$ cat src/rtl/countdown_pkg.sv
// Shared definitions for the countdown timer: state encoding and the board-level
// default tick divider used by the display and scoring blocks.
package countdown_pkg;

  typedef enum logic [1:0] {
    IDLE    = 2'd0,
    RUN     = 2'd1,
    PAUSE   = 2'd2,
    EXPIRED = 2'd3
  } state_t;

  localparam int DEFAULT_TICK_DIV = 100_000_000;

endpackage

$ cat src/rtl/countdown_sequencer_if.sv
// Request/status bundle between game control and the countdown sequencer.
// Requests are level-sampled on every rising edge; there is no valid/ready pair.
interface countdown_sequencer_if
  import countdown_pkg::*;
#(
  parameter int COUNT_W = 8
);
  logic               start;
  logic               pause;
  logic               abort;
  logic [COUNT_W-1:0] count;
  logic               busy;
  logic               expired;
  logic               done;
  state_t             state;

  modport master (
    output start, pause, abort,
    input  count, busy, expired, done, state
  );

  modport slave (
    input  start, pause, abort,
    output count, busy, expired, done, state
  );
endinterface

$ cat src/rtl/countdown_sequencer_tick_prescaler.sv
// Divides the clock into a single-cycle tick every TICK_DIV enabled cycles.
// The count holds while enable is low, so a paused second resumes where it left off.
module tick_prescaler
  import countdown_pkg::*;
#(
  parameter int TICK_DIV = DEFAULT_TICK_DIV
) (
  input  logic clock,
  input  logic reset,
  input  logic enable,
  input  logic clear,
  output logic tick
);
  localparam int            PW   = (TICK_DIV > 1) ? $clog2(TICK_DIV) : 1;
  localparam logic [PW-1:0] LAST = PW'(TICK_DIV - 1);

  logic [PW-1:0] cnt_q;

  assign tick = enable && (cnt_q == LAST);

  always_ff @(posedge clock) begin
    if (reset || clear) begin
      cnt_q <= '0;
    end else if (enable) begin
      cnt_q <= tick ? '0 : cnt_q + PW'(1);
    end
  end
endmodule

$ cat src/rtl/countdown_sequencer.sv
// Countdown run controller: IDLE/RUN/PAUSE/EXPIRED FSM owning the count register.
// Build with COUNTDOWN_PAUSE_EN defined to enable the pause input and PAUSE state.
module countdown_sequencer
  import countdown_pkg::*;
#(
  parameter int START_VALUE = 5,
  parameter int COUNT_W     = 8,
  parameter int TICK_DIV    = DEFAULT_TICK_DIV
) (
  input  logic                  clock,
  input  logic                  reset,
  countdown_sequencer_if.slave  bus
);
  localparam logic [COUNT_W-1:0] START = COUNT_W'(START_VALUE);

  state_t             state_q, state_d;
  logic [COUNT_W-1:0] count_q, count_d;
  logic               done_q, done_d;
  logic               presc_en, presc_clr, tick;
  logic               pause_req;

`ifdef COUNTDOWN_PAUSE_EN
  assign pause_req = bus.pause;
`else
  logic unused_pause;
  assign unused_pause = bus.pause;
  assign pause_req    = 1'b0;
`endif

  tick_prescaler #(.TICK_DIV(TICK_DIV)) u_prescaler (
    .clock  (clock),
    .reset  (reset),
    .enable (presc_en),
    .clear  (presc_clr),
    .tick   (tick)
  );

  always_comb begin
    state_d   = state_q;
    count_d   = count_q;
    done_d    = 1'b0;
    presc_en  = 1'b0;
    presc_clr = 1'b0;
    if (bus.abort) begin
      state_d   = IDLE;
      count_d   = START;
      presc_clr = 1'b1;
    end else begin
      case (state_q)
        IDLE, EXPIRED: begin
          if (bus.start) begin
            count_d   = START;
            presc_clr = 1'b1;
            if (START_VALUE == 0) begin
              state_d = EXPIRED;
              done_d  = 1'b1;
            end else begin
              state_d = RUN;
            end
          end
        end
        RUN, PAUSE: begin
          // Leaving PAUSE counts this cycle, so exactly the paused cycles are lost.
          if (pause_req) begin
            state_d = PAUSE;
          end else begin
            state_d  = RUN;
            presc_en = 1'b1;
            if (tick) begin
              if (count_q <= COUNT_W'(1)) begin
                count_d = '0;
                state_d = EXPIRED;
                done_d  = 1'b1;
              end else begin
                count_d = count_q - COUNT_W'(1);
              end
            end
          end
        end
        default: state_d = IDLE;
      endcase
    end
  end

  always_ff @(posedge clock) begin
    if (reset) begin
      state_q <= IDLE;
      count_q <= START;
      done_q  <= 1'b0;
    end else begin
      state_q <= state_d;
      count_q <= count_d;
      done_q  <= done_d;
    end
  end

  assign bus.state   = state_q;
  assign bus.count   = count_q;
  assign bus.done    = done_q;
  assign bus.busy    = (state_q == RUN) || (state_q == PAUSE);
  assign bus.expired = (state_q == EXPIRED);
endmodule

$ cat src/flat_wrapper.sv
// flat-port wrapper written by rule: the top's interface ports become plain ports
module countdown_sequencer_flat import countdown_pkg::*;
#(
  parameter int START_VALUE = 5,
  parameter int COUNT_W     = 8,
  parameter int TICK_DIV    = DEFAULT_TICK_DIV
)
  (clock, reset, bus_start, bus_pause, bus_abort, bus_count, bus_busy, bus_expired, bus_done, bus_state);
  countdown_sequencer_if #(.COUNT_W(COUNT_W)) bus_i ();
  input  logic clock;
  input  logic reset;
  input wire logic [$bits(bus_i.start)-1:0] bus_start;
  input wire logic [$bits(bus_i.pause)-1:0] bus_pause;
  input wire logic [$bits(bus_i.abort)-1:0] bus_abort;
  output wire logic [$bits(bus_i.count)-1:0] bus_count;
  output wire logic [$bits(bus_i.busy)-1:0] bus_busy;
  output wire logic [$bits(bus_i.expired)-1:0] bus_expired;
  output wire logic [$bits(bus_i.done)-1:0] bus_done;
  output wire logic [$bits(bus_i.state)-1:0] bus_state;
  assign bus_i.start = bus_start;
  assign bus_i.pause = bus_pause;
  assign bus_i.abort = bus_abort;
  assign bus_count = bus_i.count;
  assign bus_busy = bus_i.busy;
  assign bus_expired = bus_i.expired;
  assign bus_done = bus_i.done;
  assign bus_state = bus_i.state;
  countdown_sequencer #(.START_VALUE(START_VALUE), .COUNT_W(COUNT_W), .TICK_DIV(TICK_DIV)) u_core (.clock(clock), .reset(reset), .bus(bus_i));
endmodule
$ cat config.mk
export PLATFORM = sky130hd
export DESIGN_NAME = countdown_sequencer_flat
export DESIGN_NICKNAME = d
export VERILOG_FILES = /design/src/rtl/countdown_pkg.sv /design/src/rtl/countdown_sequencer_if.sv /design/src/rtl/countdown_sequencer_tick_prescaler.sv /design/src/rtl/countdown_sequencer.sv /design/src/flat_wrapper.sv
export SDC_FILE = /design/constraint.sdc
export NUM_CORES = 1
export LEC_CHECK = 0
export BUFFER_PORTS_ARGS = -buffer_cell sky130_fd_sc_hd__buf_2
export CORE_MARGIN = 5
export CORE_UTILIZATION = 52
export CTS_CLUSTER_DIAMETER = 40
export DETAILED_ROUTE_END_ITERATION = 7
export PLACE_DENSITY = 0.74
export SETUP_SLACK_MARGIN = 0.3
export SLEW_MARGIN = 20
export SYNTH_ARGS = -nofsm -noshare
export SYNTH_HDL_FRONTEND = slang
export SYNTH_SLANG_ARGS = --single-unit
$ cat constraint.sdc
create_clock -name clock -period 2.51 [get_ports clock]
set_input_delay 0.502 -clock clock [delete_from_list [all_inputs] [get_ports clock]]
set_output_delay 0.502 -clock clock [all_outputs]
set_load 0.005 [all_outputs]
==> impl_metrics.ini, run 1 <==
[worst_setup_path]
path_delay_family = simple AND/OR/NAND/NOR gates
cp.required_ps = 2810
max_stage_delay_ps = 570
path_class = reg2reg
path_cells = ha_4 -> nand4b_4 -> or4_4 -> or2_4 -> or4_4 -> a21oi_2
critPathLaunchType = register
cp_num_buf_inv = 0
end_kind = register
critPathMaxFanout = 6
path_common_cell = or4_4
cpMaxStageDelayCell = or4_4
worst_ep_arrival_time_ps = 2510

[floorplanning]
io_pins = 18
initial_utilization_pct = 54.20
dieHeight_um = 69.21
design.core.area_sq_um = 3363
die_w_um = 69.21
die_area_sq_um = 4790
rows = 21

[placed_design]
io_buffers = 16
dp_hpwl_um = 2535
dp_slack_ps = 209.5
gp_congestion = 0.8204

[detailed_routing]
finalWirelength_um = 3848
vias = 1644
antenna_left = 0
drcViolationCount = 0
drt_iter0_drc = 94
post_drt_wl_per_cell_um = 12.96
drt-vias-per-instance = 5.535
drtPass1Iterations = 4

[finish]
drive_gt1_share_pct = 24.70
antenna_cells = 0
area_delta_synth_final_pct = 20.80
final_cell_mix = nor2_1, dfxtp_1, xor2_1
fin_nets = 259
layout_commonest_cell = nor2_1

[min_path]
hold_class = in2reg

[yosys]
synth_xor_area_share_pct = 11.53
synth_simple_gate_area_share_pct = 31.37
synth-compound-area-share_pct = 10.23
synth_top_family_by_area = simple AND/OR/NAND/NOR gates
synth-async-reset-ratio_pct = 0
yosys_warnings = 0
postSynthAreaPerCell_sq_um = 8.362
synthAdderAreaFrac_pct = 2.745
synth_nets = 227
synth_mux_area_share_pct = 0
synth.distinct_cells = 42
netlist_area_sq_um = 1823
postSynthCellCount = 218
ys_seq_elements = 38
ys_dominant_reg_cell = dfxtp_1
ys_seq_area_share_pct = 41.73
synth_edf_count = 0

[timing]
setup_viol = 0
maxClockFrequency_mhz = 452.6
hold_viol = 0
worst_slack_ps = 300.4
fin_tns_setup_ps = 0
final_max_slew_viol_count = 0
maxSlewHeadroom_pct = 59.06
post-route-min-period_ps = 2210
finalCritPeriodShare_pct = 88.03
skew_ps = 13.53
worst_pin_slew_ps = 608.5
rsz0062_at_grt = yes

[clock_network]
insertion_delay_ps = 360
cts.root.buffer_cell = clkbuf_4
postCtsHoldBufs = 0
cts-htree-levels = 2
cts_inserted_buffers = 5
cts_max_path_buffers = 2
path_clk_slew_ps = 120
cts_tree = done
cts_sinks = 38

[power_and_ir_drop]
p_leak_nw = 0.8178
cellPowerDensity_nw_per_um2 = 474.0
vdd_ir_drop_max_v = 0.0004472

[run]
drv_cap = 0

[global_routing]
grt_max_degree = 26
grt_pass1_wl_um = 6382
grt_pass1_vias = 1434
antenna_found_initial = 0
grt_overflow_total = 0
grtUsageTotal_pct = 15.89

[run_status]
status = completed
-- where the power goes --
group | internal [mW] | switching (mW) | leakage [nW]
registers | 0.603 | 0.00138 | 0.308
logic | 0.0175 | 0.0249 | 0.465
clock network | 0.191 | 0.205 | 0.0446
-- state kept, by name (all words and copies together), names as in the netlist --
signal and cells:
u_core.u_prescaler.cnt_q 27, u_core.bus.count 8, u_core.bus.state 2, u_core.bus.done 1
-- area by class of cell --
class                   count  area (sq um)
fillers                   303          1161
multi-input cells         169          1075
flip-flops and latches     38         768.2
repair buffers             32         207.7
clock buffers               8         78.83
well taps                  46         57.56
inverters                   4         15.01
-- path summary, 6_finish.rpt --
kind / start / endpoint / slack, ps / depth (start not counted)
worst max register to register: u_core.bus.state[1] / u_core.bus.count[4] / 300 / 6
worst min register to register: u_core.u_prescaler.cnt_q[1] / u_core.u_prescaler.cnt_q[1] / 470 / 2
worst min-delay path: reset / u_core.bus.done / 380 / 2
worst max-delay path: u_core.bus.state[1] / u_core.bus.count[4] / 300 / 6
-- metal layers --
layer	wire length, um	global-route usage, %	vias to the layer above
li1	-	-	838
met1	1910	21.96	772
met2	1714	23.62	27
met3	155	3.768	7
met4	68	6.508	0
met5	0	0	-
-- Yosys cell counts, drive strengths merged (3+ instances only) --
cell type / number / area, sq um
and4: 3 / 26.28
nand3: 9 / 45.04
xor2: 19 / 166.4
o21ai: 6 / 30.02
or2: 4 / 25.03
a31oi: 3 / 18.77
or4: 4 / 30.03
dfxtp: 38 / 760.7
a21oi: 7 / 35.03
clkbuf: 5 / 18.77
ha: 4 / 50.05
nor2: 43 / 161.4
nand4: 14 / 87.58
nand2: 17 / 63.81
nor4: 4 / 25.02
xnor2: 5 / 43.79
inv: 4 / 15.01
nor3: 3 / 15.01
-- cell families after synthesis --
group,count (synthesis)
compound gates,28
buf+inv,11
simple gates,113
flops,38
xor+xnor,24
fa+ha+maj,4
-- timing repair --
| item | in CTS | in global routing |
|---|---|---|
| endpoints found under the setup margin | 1 | 3 |
| buffers inserted | 3 | 6 |
| gates resized for setup | 4 | 11 |
| pin swaps | 1 | 7 |
-- through the flow --
stage	util [%]	total power [mW]	hold WS, ps	cells	area (sq um)
after floorplan	-	0.6412	449.2	218	1857
after global placement	59.93	0.6561	459.3	280	2016
after detailed placement	59.93	0.6569	469.9	280	2016
after CTS	63.17	1.047	356.2	291	2125
after global routing	65.48	1.077	381.3	297	2202
final	65.48	1.044	375.9	297	2202
Note: power is estimated with default switching activity, not from simulation.
==> run 2: changes to the inputs <==
--- a/config.mk
+++ b/config.mk
@@ -5,12 +5,12 @@
 export SDC_FILE = /design/constraint.sdc
 export NUM_CORES = 1
 export LEC_CHECK = 0
-export BUFFER_PORTS_ARGS = -buffer_cell sky130_fd_sc_hd__buf_2
 export CORE_MARGIN = 5
-export CORE_UTILIZATION = 52
+export CORE_UTILIZATION = 55
 export CTS_CLUSTER_DIAMETER = 40
 export DETAILED_ROUTE_END_ITERATION = 7
-export PLACE_DENSITY = 0.74
+export DONT_BUFFER_PORTS = 1
+export PLACE_DENSITY = 0.73
 export SETUP_SLACK_MARGIN = 0.3
 export SLEW_MARGIN = 20
 export SYNTH_ARGS = -nofsm -noshare
==> impl_metrics.ini, run 2 (same netlist as run 1, synthesis figures left out) <==
[run_status]
status = completed

[timing]
hold_viol = 0
setup_viol = 0
post-route-min-period_ps = 2212
worst_pin_slew_ps = 548.5
maxSlewHeadroom_pct = 63.09
fin_tns_setup_ps = 0
skew_ps = 13.43
maxClockFrequency_mhz = 452.1
final_max_slew_viol_count = 0
rsz0062_at_grt = yes
finalCritPeriodShare_pct = 88.13

[worst_setup_path]
worst_ep_arrival_time_ps = 2500
cpMaxStageDelayCell = or4_4
critPathLaunchType = register
path_common_cell = or4_4
path_class = reg2reg
path_cells = ha_4 -> nand4b_4 -> or4_4 -> or2_4 -> or4_4 -> a21oi_2
cp_num_buf_inv = 0
ff2ff_path_depth = 6
max_stage_delay_ps = 520
end_kind = register
critPathMaxFanout = 7
path_delay_family = simple AND/OR/NAND/NOR gates
cp.required_ps = 2790
cp_num_cells = 6

[finish]
regMostFlops = u_core.u_prescaler.cnt_q
fin_nets = 237
regArea_sq_um = 768.2
antenna_cells = 0
nFillCells = 286
largest_reg_flops = 27
multi_input_area_sq_um = 1060
area_delta_synth_final_pct = 14.48
drive_gt1_share_pct = 14.85
final_cell_mix = nor2_1, dfxtp_1, xor2_1
finalInstanceArea_sq_um = 2087
layout_commonest_cell = nor2_1

[clock_network]
insertion_delay_ps = 350
cts_tree = done
cts.root.buffer_cell = clkbuf_4
cts_sinks = 38
postCtsHoldBufs = 0
cts_max_path_buffers = 2
cts-htree-levels = 2
cts_inserted_buffers = 5
path_clk_slew_ps = 120

[placed_design]
gp_congestion = 0.8733
dp_hpwl_um = 2668
io_buffers = 0
post_dp_cell_area_sq_um = 1917

[power_and_ir_drop]
cellPowerDensity_nw_per_um2 = 564.1
vdd_ir_drop_max_v = 0.0003963
p_leak_nw = 0.7208

[min_path]
hold_class = in2reg
hold_depth = 1

[floorplanning]
dieHeight_um = 67.57
die_area_sq_um = 4566
initial_utilization_pct = 55.50
rows = 21
design.core.area_sq_um = 3284
io_pins = 18
die_w_um = 67.57

[detailed_routing]
antenna_left = 0
post_drt_wl_per_cell_um = 13.79
vias = 1533
finalWirelength_um = 3792
drtPass1Iterations = 4
drt-vias-per-instance = 5.575
drt_iter0_drc = 104
drcViolationCount = 0

[global_routing]
grt_pass1_wl_um = 6658
grt_max_degree = 26
grtUsageTotal_pct = 18.80
grt_overflow_total = 0
grt_pass1_vias = 1477
antenna_found_initial = 0

[run]
drv_cap = 0
==> run 2: per-layer routing <==
metal,GRT usage (%),wire length (um),up-vias
met4,6.329,49,0
met3,4.493,169,7
met1,25.20,1789,710
li1,-,-,789
met2,29.40,1784,27
met5,0,0,-
==> run 2: through the flow <==
stage	worst slack [ps]	utilization (%)	power, mW	cells	hold slack [ps]
after floorplan	315.8	-	0.6412	218	449.2
after global placement	292.3	58.36	0.6472	262	462.3
after detailed placement	266.4	58.36	0.6484	262	470.6
after CTS	299.4	62.32	1.182	272	192.6
after global routing	191.3	63.54	1.223	275	177.8
final	297.9	63.54	1.177	275	206.5
==> run 2: worst paths after layout <==
kind                                                   from                          end  slack, ps
worst max-delay path                    u_core.bus.state[1]          u_core.bus.count[4]        300
worst min-delay path                                  reset          u_core.bus.state[1]        210
worst max register to register          u_core.bus.state[1]          u_core.bus.count[4]        300
worst min register to register  u_core.u_prescaler.cnt_q[1]  u_core.u_prescaler.cnt_q[1]        480
==> run 2: report_power, final <==
| part | internal (mW) | switching [mW] |
|---|---|---|
| clock network | 0.337 | 0.205 |
| registers | 0.604 | 0.00197 |
| logic | 0.0106 | 0.0187 |
==> run 2: what timing repair did <==
action	in CTS	in global routing
endpoints found under the setup margin	2	28
gates cloned	0	0
buffers inserted	2	3
pin swaps	1	3
gates resized for setup	4	5
==> run 2: area by class of cell <==
| type | instances | share of cell area (%) |
|---|---|---|
| multi-input cells | 169 | 50.78 |
| well taps | 46 | 2.758 |
| clock buffers | 6 | 2.458 |
| flip-flops and latches | 38 | 36.81 |
| inverters | 4 | 0.7194 |
| repair buffers | 10 | 3.597 |
| clock inverters | 2 | 2.878 |
